**src/rtl/food_spawner.sv**
```systemverilog
// food_spawner: finds an empty interior cell of the snake grid for the next food item.
// Random draws come from a free-running 16-bit Galois LFSR. Each in-range draw is checked
// against the grid through a read port with one cycle of latency. After MAX_TRIES draws
// the block falls back to a raster scan. It reports Fail if no interior cell is empty.
module food_spawner #(
  parameter int unsigned GRID_WIDTH     = 40,
  parameter int unsigned GRID_HEIGHT    = 30,
  parameter int unsigned BITS_PER_BLOCK = 2,
  parameter logic [BITS_PER_BLOCK-1:0] BLOCK_EMPTY = '0,
  parameter int unsigned MAX_TRIES      = 64,
  parameter logic [15:0] SEED           = 16'hACE1,
  localparam int unsigned WV = $clog2(GRID_HEIGHT),
  localparam int unsigned WH = $clog2(GRID_WIDTH)
) (
  input  logic                      Clock,
  input  logic                      Reset,
  input  logic                      Request,
  input  logic                      EntropyIn,
  output logic                      RdEn,
  output logic [WV-1:0]             RdV,
  output logic [WH-1:0]             RdH,
  input  logic [BITS_PER_BLOCK-1:0] RdData,
  output logic [WV-1:0]             FoodV,
  output logic [WH-1:0]             FoodH,
  output logic                      FoodValid,
  output logic                      Fail,
  output logic                      Busy
);

  localparam int unsigned TW          = $clog2(MAX_TRIES + 1);
  localparam logic [15:0] LFSR_MASK   = 16'hB400;
  localparam logic [15:0] LFSR_RELOAD = 16'hACE1;
  // A zero seed would lock the LFSR, so it is replaced by the standard reload value.
  localparam logic [15:0] SEED_EFF    = (SEED == 16'h0000) ? LFSR_RELOAD : SEED;
  localparam logic [WV-1:0] V_MIN     = WV'(1);
  localparam logic [WV-1:0] V_MAX     = WV'(GRID_HEIGHT - 2);
  localparam logic [WH-1:0] H_MIN     = WH'(1);
  localparam logic [WH-1:0] H_MAX     = WH'(GRID_WIDTH - 2);
  localparam logic [TW-1:0] TRIES_MAX = TW'(MAX_TRIES);

  // The candidate row and column fields must both fit inside the LFSR word.
  if (WV + WH > 16) begin : gCandidateWidth
    $error("food_spawner: WV+WH exceeds the 16-bit LFSR");
  end

  typedef enum logic [2:0] {
    IDLE,
    DRAW,
    READ,
    CHECK,
    SCAN_READ,
    SCAN_CHECK,
    DONE,
    FAILED
  } stateType;

  stateType          state;
  stateType          stateNext;
  logic [15:0]       lfsr;
  logic [15:0]       lfsrNext;
  logic [TW-1:0]     tries;
  logic [TW-1:0]     triesNext;
  logic [TW-1:0]     triesInc;
  logic [WV-1:0]     candV;
  logic [WV-1:0]     candVNext;
  logic [WH-1:0]     candH;
  logic [WH-1:0]     candHNext;
  logic [WV-1:0]     curV;
  logic [WV-1:0]     curVNext;
  logic [WH-1:0]     curH;
  logic [WH-1:0]     curHNext;
  logic [WV-1:0]     drawV;
  logic [WH-1:0]     drawH;
  logic [WV-1:0]     foodVNext;
  logic [WH-1:0]     foodHNext;
  logic [WV-1:0]     rdVNext;
  logic [WH-1:0]     rdHNext;
  logic              rdEnNext;
  logic              busyNext;
  logic              foodValidNext;
  logic              failNext;
  logic              drawInRange;
  logic              cellEmpty;
  logic              drawExhausted;
  logic              triesExhausted;

  // Galois step with entropy folded into bit 0; a zero state is recovered next cycle.
  always_comb begin
    lfsrNext    = {1'b0, lfsr[15:1]} ^ (lfsr[0] ? LFSR_MASK : 16'h0000);
    lfsrNext[0] = lfsrNext[0] ^ EntropyIn;
    if (lfsr == 16'h0000) begin
      lfsrNext = LFSR_RELOAD;
    end
  end

  // Candidate decode and the conditions the FSM branches on.
  always_comb begin
    drawV          = lfsr[WV-1:0];
    drawH          = lfsr[WV+WH-1:WV];
    drawInRange    = (drawV >= V_MIN) && (drawV <= V_MAX) &&
                     (drawH >= H_MIN) && (drawH <= H_MAX);
    cellEmpty      = (RdData == BLOCK_EMPTY);
    triesInc       = tries + TW'(1);
    drawExhausted  = (triesInc == TRIES_MAX);
    triesExhausted = (tries == TRIES_MAX);
  end

  // Next-state, datapath and next-output logic.
  always_comb begin
    stateNext = state;
    triesNext = tries;
    candVNext = candV;
    candHNext = candH;
    curVNext  = curV;
    curHNext  = curH;
    foodVNext = FoodV;
    foodHNext = FoodH;

    case (state)
      IDLE: begin
        if (Request) begin
          triesNext = '0;
          stateNext = DRAW;
        end
      end

      DRAW: begin
        candVNext = drawV;
        candHNext = drawH;
        triesNext = triesInc;
        if (drawInRange) begin
          stateNext = READ;
        end else if (drawExhausted) begin
          curVNext  = V_MIN;
          curHNext  = H_MIN;
          stateNext = SCAN_READ;
        end
      end

      READ: begin
        stateNext = CHECK;
      end

      CHECK: begin
        if (cellEmpty) begin
          foodVNext = candV;
          foodHNext = candH;
          stateNext = DONE;
        end else if (triesExhausted) begin
          curVNext  = V_MIN;
          curHNext  = H_MIN;
          stateNext = SCAN_READ;
        end else begin
          stateNext = DRAW;
        end
      end

      SCAN_READ: begin
        stateNext = SCAN_CHECK;
      end

      SCAN_CHECK: begin
        if (cellEmpty) begin
          foodVNext = curV;
          foodHNext = curH;
          stateNext = DONE;
        end else if (curH == H_MAX) begin
          if (curV == V_MAX) begin
            stateNext = FAILED;
          end else begin
            curHNext  = H_MIN;
            curVNext  = curV + WV'(1);
            stateNext = SCAN_READ;
          end
        end else begin
          curHNext  = curH + WH'(1);
          stateNext = SCAN_READ;
        end
      end

      DONE: begin
        stateNext = IDLE;
      end

      FAILED: begin
        stateNext = IDLE;
      end

      default: begin
        stateNext = IDLE;
      end
    endcase
  end

  // Outputs are decoded from the next state so they register alongside it.
  always_comb begin
    rdEnNext      = 1'b0;
    rdVNext       = '0;
    rdHNext       = '0;
    busyNext      = 1'b0;
    foodValidNext = 1'b0;
    failNext      = 1'b0;

    case (stateNext)
      READ: begin
        rdEnNext = 1'b1;
        rdVNext  = candVNext;
        rdHNext  = candHNext;
        busyNext = 1'b1;
      end
      SCAN_READ: begin
        rdEnNext = 1'b1;
        rdVNext  = curVNext;
        rdHNext  = curHNext;
        busyNext = 1'b1;
      end
      DRAW, CHECK, SCAN_CHECK: begin
        busyNext = 1'b1;
      end
      DONE: begin
        foodValidNext = 1'b1;
      end
      FAILED: begin
        failNext = 1'b1;
      end
      default: begin
        busyNext = 1'b0;
      end
    endcase
  end

  // State register; the LFSR keeps running in every state.
  always_ff @(posedge Clock) begin
    if (Reset) begin
      state <= IDLE;
      lfsr  <= SEED_EFF;
      tries <= '0;
      candV <= '0;
      candH <= '0;
      curV  <= '0;
      curH  <= '0;
    end else begin
      state <= stateNext;
      lfsr  <= lfsrNext;
      tries <= triesNext;
      candV <= candVNext;
      candH <= candHNext;
      curV  <= curVNext;
      curH  <= curHNext;
    end
  end

  // Registered outputs.
  always_ff @(posedge Clock) begin
    if (Reset) begin
      RdEn      <= 1'b0;
      RdV       <= '0;
      RdH       <= '0;
      FoodV     <= '0;
      FoodH     <= '0;
      FoodValid <= 1'b0;
      Fail      <= 1'b0;
      Busy      <= 1'b0;
    end else begin
      RdEn      <= rdEnNext;
      RdV       <= rdVNext;
      RdH       <= rdHNext;
      FoodV     <= foodVNext;
      FoodH     <= foodHNext;
      FoodValid <= foodValidNext;
      Fail      <= failNext;
      Busy      <= busyNext;
    end
  end

endmodule
```
**config.mk**
```make
export PLATFORM = sky130hd
export DESIGN_NAME = food_spawner
export DESIGN_NICKNAME = d
export VERILOG_FILES = /design/src/rtl/food_spawner.sv
export SDC_FILE = /design/constraint.sdc
export NUM_CORES = 1
export LEC_CHECK = 0
export BUFFER_PORTS_ARGS = -buffer_cell sky130_fd_sc_hd__buf_2
export CAP_MARGIN = 20
export CORE_MARGIN = 2
export CORE_UTILIZATION = 30
export DETAILED_ROUTE_END_ITERATION = 6
export PLACE_DENSITY = 0.43
export SLEW_MARGIN = 15
export SYNTH_ARGS = -nofsm -noshare
export SYNTH_HDL_FRONTEND = slang
export SYNTH_SLANG_ARGS = --single-unit
```
**constraint.sdc**
```tcl
create_clock -name Clock -period 3.67 [get_ports Clock]
set_clock_uncertainty 0.2 [all_clocks]
set_input_delay 0.1835 -clock Clock [delete_from_list [all_inputs] [get_ports Clock]]
set_output_delay 0.1835 -clock Clock [all_outputs]
set_load 0.02 [all_outputs]
```
# Yosys cells after proc, flatten, opt, wreduce, memory -nomap -nowiden

Cells that the tools add are included.
W data, S select, Z words.

Register bits: 74
Input port bits: 6
Output and inout port bits: 26
Logic and storage cells: 101

$add $sub $neg: 3
Magnitude comparators: 4
Equality and inequality tests: 21
Muxes and demuxes: 42
Bitwise logic cells: 2
Reduce and logical (&&, ||, !) cells: 14

Operator list:

| cell                  | number |
|---|---|
| $mux W6               | 10 |
| $mux W5               | 10 |
| $eq A3 B3 Y1 const B  | 8 |
| $pmux W6 S2           | 2 |
| $mux W3               | 7 |
| $pmux W3 S7           | 1 |
| $pmux W5 S2           | 2 |
| $pmux W6 S3           | 1 |
| $logic_not A16 Y1     | 1 |
| $mux W16              | 1 |
| $xor A15 B16 Y16      | 1 |
| $pmux W5 S3           | 1 |
| $eq A7 B7 Y1 const B  | 2 |
| $pmux W7 S2           | 1 |
| $eq A3 B2 Y1 const B  | 4 |
| $add A7 B1 Y7 const B | 1 |
| $mux W7               | 1 |
| $add A6 B1 Y6 const B | 1 |
| $eq A3 B1 Y1 const B  | 2 |
| $eq A6 B6 Y1 const B  | 1 |
| $ge A6 B1 Y1 const B  | 1 |
| $le A6 B6 Y1 const B  | 1 |
| $ne A2 B2 Y1 const B  | 3 |
| $reduce_or A2 Y1      | 3 |
| 14 further kinds      | 20 |

# Logic depth before layout (Yosys ltp)

Gate-level depths: netlist of the first run.

Depth in word-level cells: 9
Gate-level depth with buffers: 8
Depth with buffers taken out: 8

# Least setup slack after synthesis of the first run

No wires, ideal clock.

Path kind: register to register
Start point: register lfsr[0]
End point: register curH[1]
Setup time: 116 ps
Arrival time: 1961 ps
Data required time: 3354 ps
Path slack: 1393 ps
Stages on the path, launching flop included: 8
Path buffers: 1
Clock period less this slack: 2277 ps
Cell sequence: dfxtp_1 -> buf_6 -> or2_0 -> or4_4 -> and3_4 -> nor4_4 -> o21ai_0 -> a31o_2

Word-level cells in the longest chain between the ends: 6
Elaborated cells between the ends (all ways): 7
Classes of those cells: order compare (2); mux (2); reduce/logical (3)

Ends and longest elaborated chain:

| element                                             | RTL line | text |
|---|---|---|
| start, declared                                     | 59       | `logic [15:0] lfsr;` |
| start signal, assigned                              | 244      | `lfsr <= lfsrNext;` |
| $ge A5 B1 Y1 / $le A5 B5 Y1 (equally long branches) | 100      | `drawInRange = (drawV >= V_MIN) && (drawV <= V_MAX) &&` |
| $logic_and A1 B1 Y1 (*) (2 in a row)                | 100      |  |
| $logic_and A1 B1 Y1 (*)                             | 101      | `(drawH >= H_MIN) && (drawH <= H_MAX);` |
| $mux W6 (*)                                         | 131      | `if (drawInRange) begin` |
| $pmux W6 S3 (*)                                     | 119      | `case (state)` |
| end signal, assigned                                | 249      | `curH <= curHNext;` |
| end, declared                                       | 70       | `logic [WH-1:0] curH;` |

Every way passes the cells marked *; elsewhere a longest branch is shown, timed or not.
A chain may end at the register's enable or synchronous reset.

# Worst setup path after layout of the first run

Start point: register curH[0]
End point: register RdH[4]

Word-level cells in the longest chain between the ends: 6
Elaborated cells between the ends (all ways): 11
Classes of those cells: add/sub (1); eq/ne (3); mux (7)

Ends and longest elaborated chain:

| element                                               | RTL line | text |
|---|---|---|
| branches (longest 5 deep; another with $add A6 B1 Y6) | n/a      |  |
| $pmux W6 S2 (*)                                       | 204      | `case (stateNext)` |
| end signal, assigned                                  | 267      | `RdH <= rdHNext;` |
| end, declared                                         | 21       | `output logic [WH-1:0] RdH,` |

Every way passes the cells marked *.

==> flow_summary.json, run 1 <==
{
  "status": "finished, final reports clean",
  "worstPathRequired_ns": 3.69,
  "path_delay_family": "compound AO/OA/AOI/OAI gates",
  "dp_hpwl_mm": 7.30,
  "rows": 38,
  "netlist_instances": 402,
  "synth_edf_count": 0,
  "drc_errors": 0,
  "synth-seq-cells": 74,
  "grt_max_degree": 31,
  "highest_layer": "met4",
  "path_cells": "inv_1 > ha_1 > nand4bb_1 > nor4_1 > a31oi_1 > o311a_1 > o21a_2 > a22o_1",
  "cts_tree": "yes",
  "grt_setup_unrepaired": "false",
  "via_count": 3041,
  "ys_warn_count": 0,
  "first_pass_iters": 4,
  "leakage_nw": 1.48,
  "max_stage_delay_ns": 0.56,
  "power_density_nw_per_um2": 515,
  "area.growth.synth_to_final_pct": 18.8,
  "swShare": 0.259,
  "met3_length_um": 555,
  "antennaDiodeCount": 0,
  "cap_violations": 0,
  "syn-cell-area_um2": 3400,
  "grt_antenna_before_repair": 0,
  "tightest_slew_ns": 0.694,
  "ys.flop_type": "dfxtp_1",
  "async_flop_share": 0,
  "min_period_ns": 2.70,
  "io_pins": 32,
  "wl_met1_mm": 4.66,
  "postPlaceCellArea_um2": 3700,
  "clkLatencyLatePin_ns": 0.33,
  "period_share": 0.737,
  "p_comb_frac": 0.105,
  "wl_met2_mm": 4.52,
  "synth.avg_cell_area_um2": 8.47,
  "end_kind": "flop",
  "pwr-share-clk": 0.472,
  "synth.distinct_cells": 59,
  "cts_buffers": 9,
  "ir_drop_mv": 0.264,
  "crit_path_start_kind": "flop",
  "overflow": 0,
  "grtUsageTotal": 0.171,
  "finalHoldViolCount": 0,
  "grt_first_pass_wirelength_mm": 16.7,
  "min_path_type": "in -> reg",
  "die_w_um": 111,
  "io_buffers": 31,
  "coreArea_um2": 10900,
  "grt_pass1_vias": 3090,
  "htree_levels": 3,
  "relSlewSlack": 0.535,
  "arrival_ns": 2.72,
  "num-nets-final": 440,
  "fin_area_um2": 4050,
  "die_area_um2": 12200,
  "setup_ws_ns": 0.967,
  "place_ws_ns": 0.907,
  "initial_core_util": 0.311,
  "ys_seq_area_frac": 0.435,
  "seqPwrFrac": 0.423,
  "totalWireLength_mm": 9.96,
  "p_switching_w": 0.000538,
  "p_int_w": 0.00154,
  "slew_viol_final": 0,
  "max_freq_mhz": 370,
  "drive_gt1_frac": 0.152,
  "fin_tns_setup_ns": 0,
  "synthesis.nets": 414,
  "setup_violations": 0,
  "clkTransAtPathRegs_ns": 0.06,
  "cts_buffer_depth": 2,
  "die_h_um": 111,
  "post_drt_wl_per_cell_um": 17.4,
  "vias_per_cell": 5.31,
  "first_iter_violations": 194,
  "critPathKind": "reg -> reg",
  "path_buf_inv": 1,
  "path_max_fanout": 8,
  "crit_path_top_delay_cell": "nor4_1",
  "gp_congestion": 0.792,
  "cts_root_buf": "clkbuf_16",
  "clock_sinks": 74,
  "route.antenna.remaining_nets": 0
}
-- power by group through the flow --
stage          logic [W]  registers [W]  clock network (W)
6_report        0.000219       0.000881           0.000983
5_1_grt         0.000247       0.000886            0.00104
4_1_cts         0.000222       0.000881            0.00101
3_5_place_dp    0.000221       0.000898                  0
3_3_place_gp    0.000221       0.000898                  0
2_1_floorplan   0.000148       0.000893                  0
-- worst min-delay path, delay by kind of cell --
family	cells	cell delay [ns]
buffers and inverters	1	0.10
AO/OA/AOI/OAI	2	0.27
-- metrics by stage --
| step | utilization | total power [W] | hold slack [ns] | std cells |
|---|---|---|---|---|
| floorplan | - | 0.00104 | 0.101 | 402 |
| global placement | 0.338 | 0.00112 | 0.215 | 556 |
| detailed placement | 0.338 | 0.00112 | 0.223 | 556 |
| CTS | 0.370 | 0.00212 | 0.0504 | 573 |
| global route | 0.370 | 0.00217 | 0.104 | 573 |
| finish | 0.370 | 0.00208 | 0.0578 | 573 |
-- registers in the layout (all words and copies together) (netlist names), 3 cells and up --
name and count:
FoodH 6, FoodV 5, RdH 6, RdV 5, candH 6, candV 5
curH 6, curV 5, lfsr 16, state 3, tries 7
-- metal layers --
metal | GRT usage | up-vias
li1 | - | 1513
met1 | 0.237 | 1438
met2 | 0.258 | 74
met3 | 0.0357 | 16
met4 | 0.0717 | 0
met5 | 0 | -
-- Yosys cell counts (2+ instances only) --
cell / number / area (µm²)
a22oi_1: 3 / 22.5
nand4b_1: 2 / 17.5
nand3_1: 6 / 30.0
inv_1: 8 / 30.0
nor4b_1: 2 / 17.5
o21ai_0: 12 / 60.1
a311oi_1: 14 / 123
and4bb_2: 2 / 25.0
xor2_1: 4 / 35.0
ha_1: 6 / 75.1
o21a_1: 5 / 37.5
nor3b_1: 3 / 22.5
a21o_1: 2 / 15.0
a311o_1: 2 / 20.0
o31ai_1: 4 / 30.0
a32o_1: 3 / 30.0
dfxtp_1: 74 / 1480
clkbuf_1: 22 / 82.6
a221oi_1: 2 / 17.5
o2bb2ai_1: 2 / 17.5
nor4_1: 4 / 25.0
nand2_1: 62 / 233
and2_1: 6 / 37.5
nor3_1: 8 / 40.0
xnor2_1: 5 / 43.8
and3_1: 5 / 31.3
a211oi_1: 5 / 37.5
nor2b_1: 7 / 43.8
a31oi_1: 3 / 18.8
or3_1: 2 / 12.5
a21oi_1: 32 / 160
nand3b_1: 2 / 15.0
nand2b_1: 8 / 50.1
nor2_1: 38 / 143
a22o_1: 7 / 61.3
nand4_1: 7 / 43.8
-- final timing paths --
kind	from	to	slack, ns	cells past startpoint
worst max-delay path	curH[0]	RdH[4]	0.97	8
worst min-delay path	Request	tries[0]	0.06	3
worst max register to register	curH[0]	RdH[4]	0.97	8
worst min register to register	lfsr[12]	lfsr[11]	0.24	1
-- cell type report --
cell class                 instances  area [µm²]
fill                            1184        6890
multi-input combinational        296        1800
inverter                           8        30.0
timing repair buffer              39         218
clock buffer                      10         239
clock inverter                     6        97.6
sequential                        74        1480
tap                              140         175
-- placed cells by master (no fill, tap or decap), types with 7 or more instances in the layout --
cell type,instances
nand4_1,7
clkbuf_16,9
o21ai_0,12
inv_1,8
a22o_1,7
buf_4,7
nor2b_1,7
a21oi_1,32
buf_2,31
nor2_1,38
nand2_1,62
nand2b_1,8
dfxtp_1,74
a311oi_1,14
-- cells by family after synthesis --
logic type / count (synthesis) / synth area share
DFF: 74 / 0.435
xor gates and xnor gates: 9 / 0.0232
adders and majority gates: 6 / 0.0221
and+or+nand+nor: 173 / 0.259
buffers and inverters: 32 / 0.0379
AOI/OAI and AO/OA: 108 / 0.223
-- repair_timing --
action,CTS,global route
hold buffers,1,0
buffers inserted,0,0
gates resized for setup,0,0
hold endpoints to repair,1,0
Note: power is estimated with default switching activity, not from simulation.
==> run 2, diff against run 1 <==
Settings changed: PLACE_DENSITY 0.43 to 0.45.
Clock period 3.67 ns to 2.35 ns, I/O delays scaled along.
==> flow_summary.json, run 2 (synthesis results as in run 1) <==
{
  "fillCellCount": 1147,
  "worstPathRequired_ns": 2.37,
  "drive_gt1_frac": 0.292,
  "multiInputGateArea_um2": 1950,
  "place_inst": 601,
  "grt_max_degree": 27,
  "cap_violations": 0,
  "fin_area_um2": 4550,
  "die_w_um": 111,
  "cts_buffers": 9,
  "grt_antenna_before_repair": 0,
  "ir_drop_mv": 0.279,
  "end_kind": "flop",
  "first_pass_iters": 5,
  "first_iter_violations": 198,
  "status": "finished, final reports clean",
  "gp_congestion": 0.864,
  "critPathKind": "reg -> reg",
  "cts_tree": "yes",
  "grt_pass1_vias": 3213,
  "leakage_nw": 1.74,
  "power_density_nw_per_um2": 699,
  "io_pins": 32,
  "coreArea_um2": 10900,
  "final_common_cell": "dfxtp_1",
  "rows": 38,
  "htree_levels": 3,
  "grt_setup_unrepaired": "true",
  "initial_core_util": 0.311,
  "cts_buffer_depth": 2,
  "max_freq_mhz": 432,
  "place_ws_ns": -0.0793,
  "post_drt_wl_per_cell_um": 17.1,
  "seq_area_um2": 1490,
  "via_count": 3221,
  "io_buffers": 31,
  "regMostFlops": "lfsr",
  "min_path_type": "in -> reg",
  "cts_root_buf": "clkbuf_16",
  "finalHoldViolCount": 0,
  "postPlaceCellArea_um2": 4040,
  "final_cells": 623,
  "largest_reg_flops": 16,
  "num-nets-final": 491,
  "fin_tns_setup_ns": 0,
  "reg_top3": "lfsr: 16 flops, tries: 7 flops",
  "clkTransAtPathRegs_ns": 0.06,
  "drc_errors": 0,
  "arrival_ns": 2.34,
  "crit_path_start_kind": "flop",
  "relSlewSlack": 0.566,
  "antennaDiodeCount": 0,
  "layout_common_cells": "dfxtp_1 (68), nand2_1 (62), buf_4 (55), nor2_1 (38)",
  "vias_per_cell": 5.17,
  "min_period_ns": 2.31,
  "grtUsageTotal": 0.178,
  "totalWireLength_mm": 10.7,
  "die_area_um2": 12200,
  "path_max_fanout": 3,
  "die_h_um": 111,
  "setup_violations": 0,
  "clock_sinks": 74,
  "clkLatencyLatePin_ns": 0.34,
  "dp_hpwl_mm": 7.78,
  "overflow": 0,
  "period_share": 0.984,
  "setup_ws_ns": 0.0371,
  "slew_viol_final": 0,
  "grt_first_pass_wirelength_mm": 17.4,
  "area.growth.synth_to_final_pct": 33.7,
  "route.antenna.remaining_nets": 0,
  "tightest_slew_ns": 0.649
}
[run 2: metrics by stage]
| stage | hold WS [ns] | power (W) | util |
|---|---|---|---|
| after floorplan | 0.0346 | 0.00163 | - |
| after global placement | 0.154 | 0.00180 | 0.369 |
| after detailed placement | 0.155 | 0.00180 | 0.369 |
| after CTS | 0.00570 | 0.00318 | 0.399 |
| after global routing | 0.0452 | 0.00333 | 0.416 |
| final | 0.0182 | 0.00318 | 0.416 |
[run 2: per-layer routing]
metal / track usage / vias up / routed length, µm
met5: 0 / - / 0
met4: 0.0700 / 0 / 175
met3: 0.0318 / 14 / 472
met2: 0.279 / 69 / 4870
met1: 0.244 / 1527 / 5130
li1: - / 1611 / -
[run 2: timing repair]
action	in CTS	in global routing
hold endpoints to repair	2	0
pin swaps	2	9
cloned	0	0
endpoints found under the setup margin	5	18
hold buffers	2	0
setup buffers	0	5
resized for setup	2	32
[run 2: final cells by class]
cell class              count  share of cell area
clock inverters             4              0.0113
inverters                   8             0.00660
flip-flops and latches     74               0.328
clock buffers              11              0.0533
repair buffers             90               0.134
multi-input cells         296               0.428
well taps                 140              0.0385
[run 2: final timing paths]
path | startpoint | to | slack (ns) | cells after the start
setup / recovery | lfsr[1] | RdV[3] | 0.04 | 6
hold / removal | Reset | tries[6] | 0.02 | 2
setup reg to reg | lfsr[1] | RdV[3] | 0.04 | 6
hold reg to reg | lfsr[12] | lfsr[11] | 0.25 | 1
[run 2: report_power, final]
group	internal, W	switching [W]
Sequential	0.00132	0.0000429
Clock	0.000847	0.000526
Combinational	0.000182	0.000266
[run 2: critical path: stages, from the launching register on]
cell	delay [ns]
dfxtp_2	0.31
or2_1	0.23
or4_4	0.44
and3_4	0.20
o31ai_2	0.36
a311oi_2	0.19
a22o_1	0.26
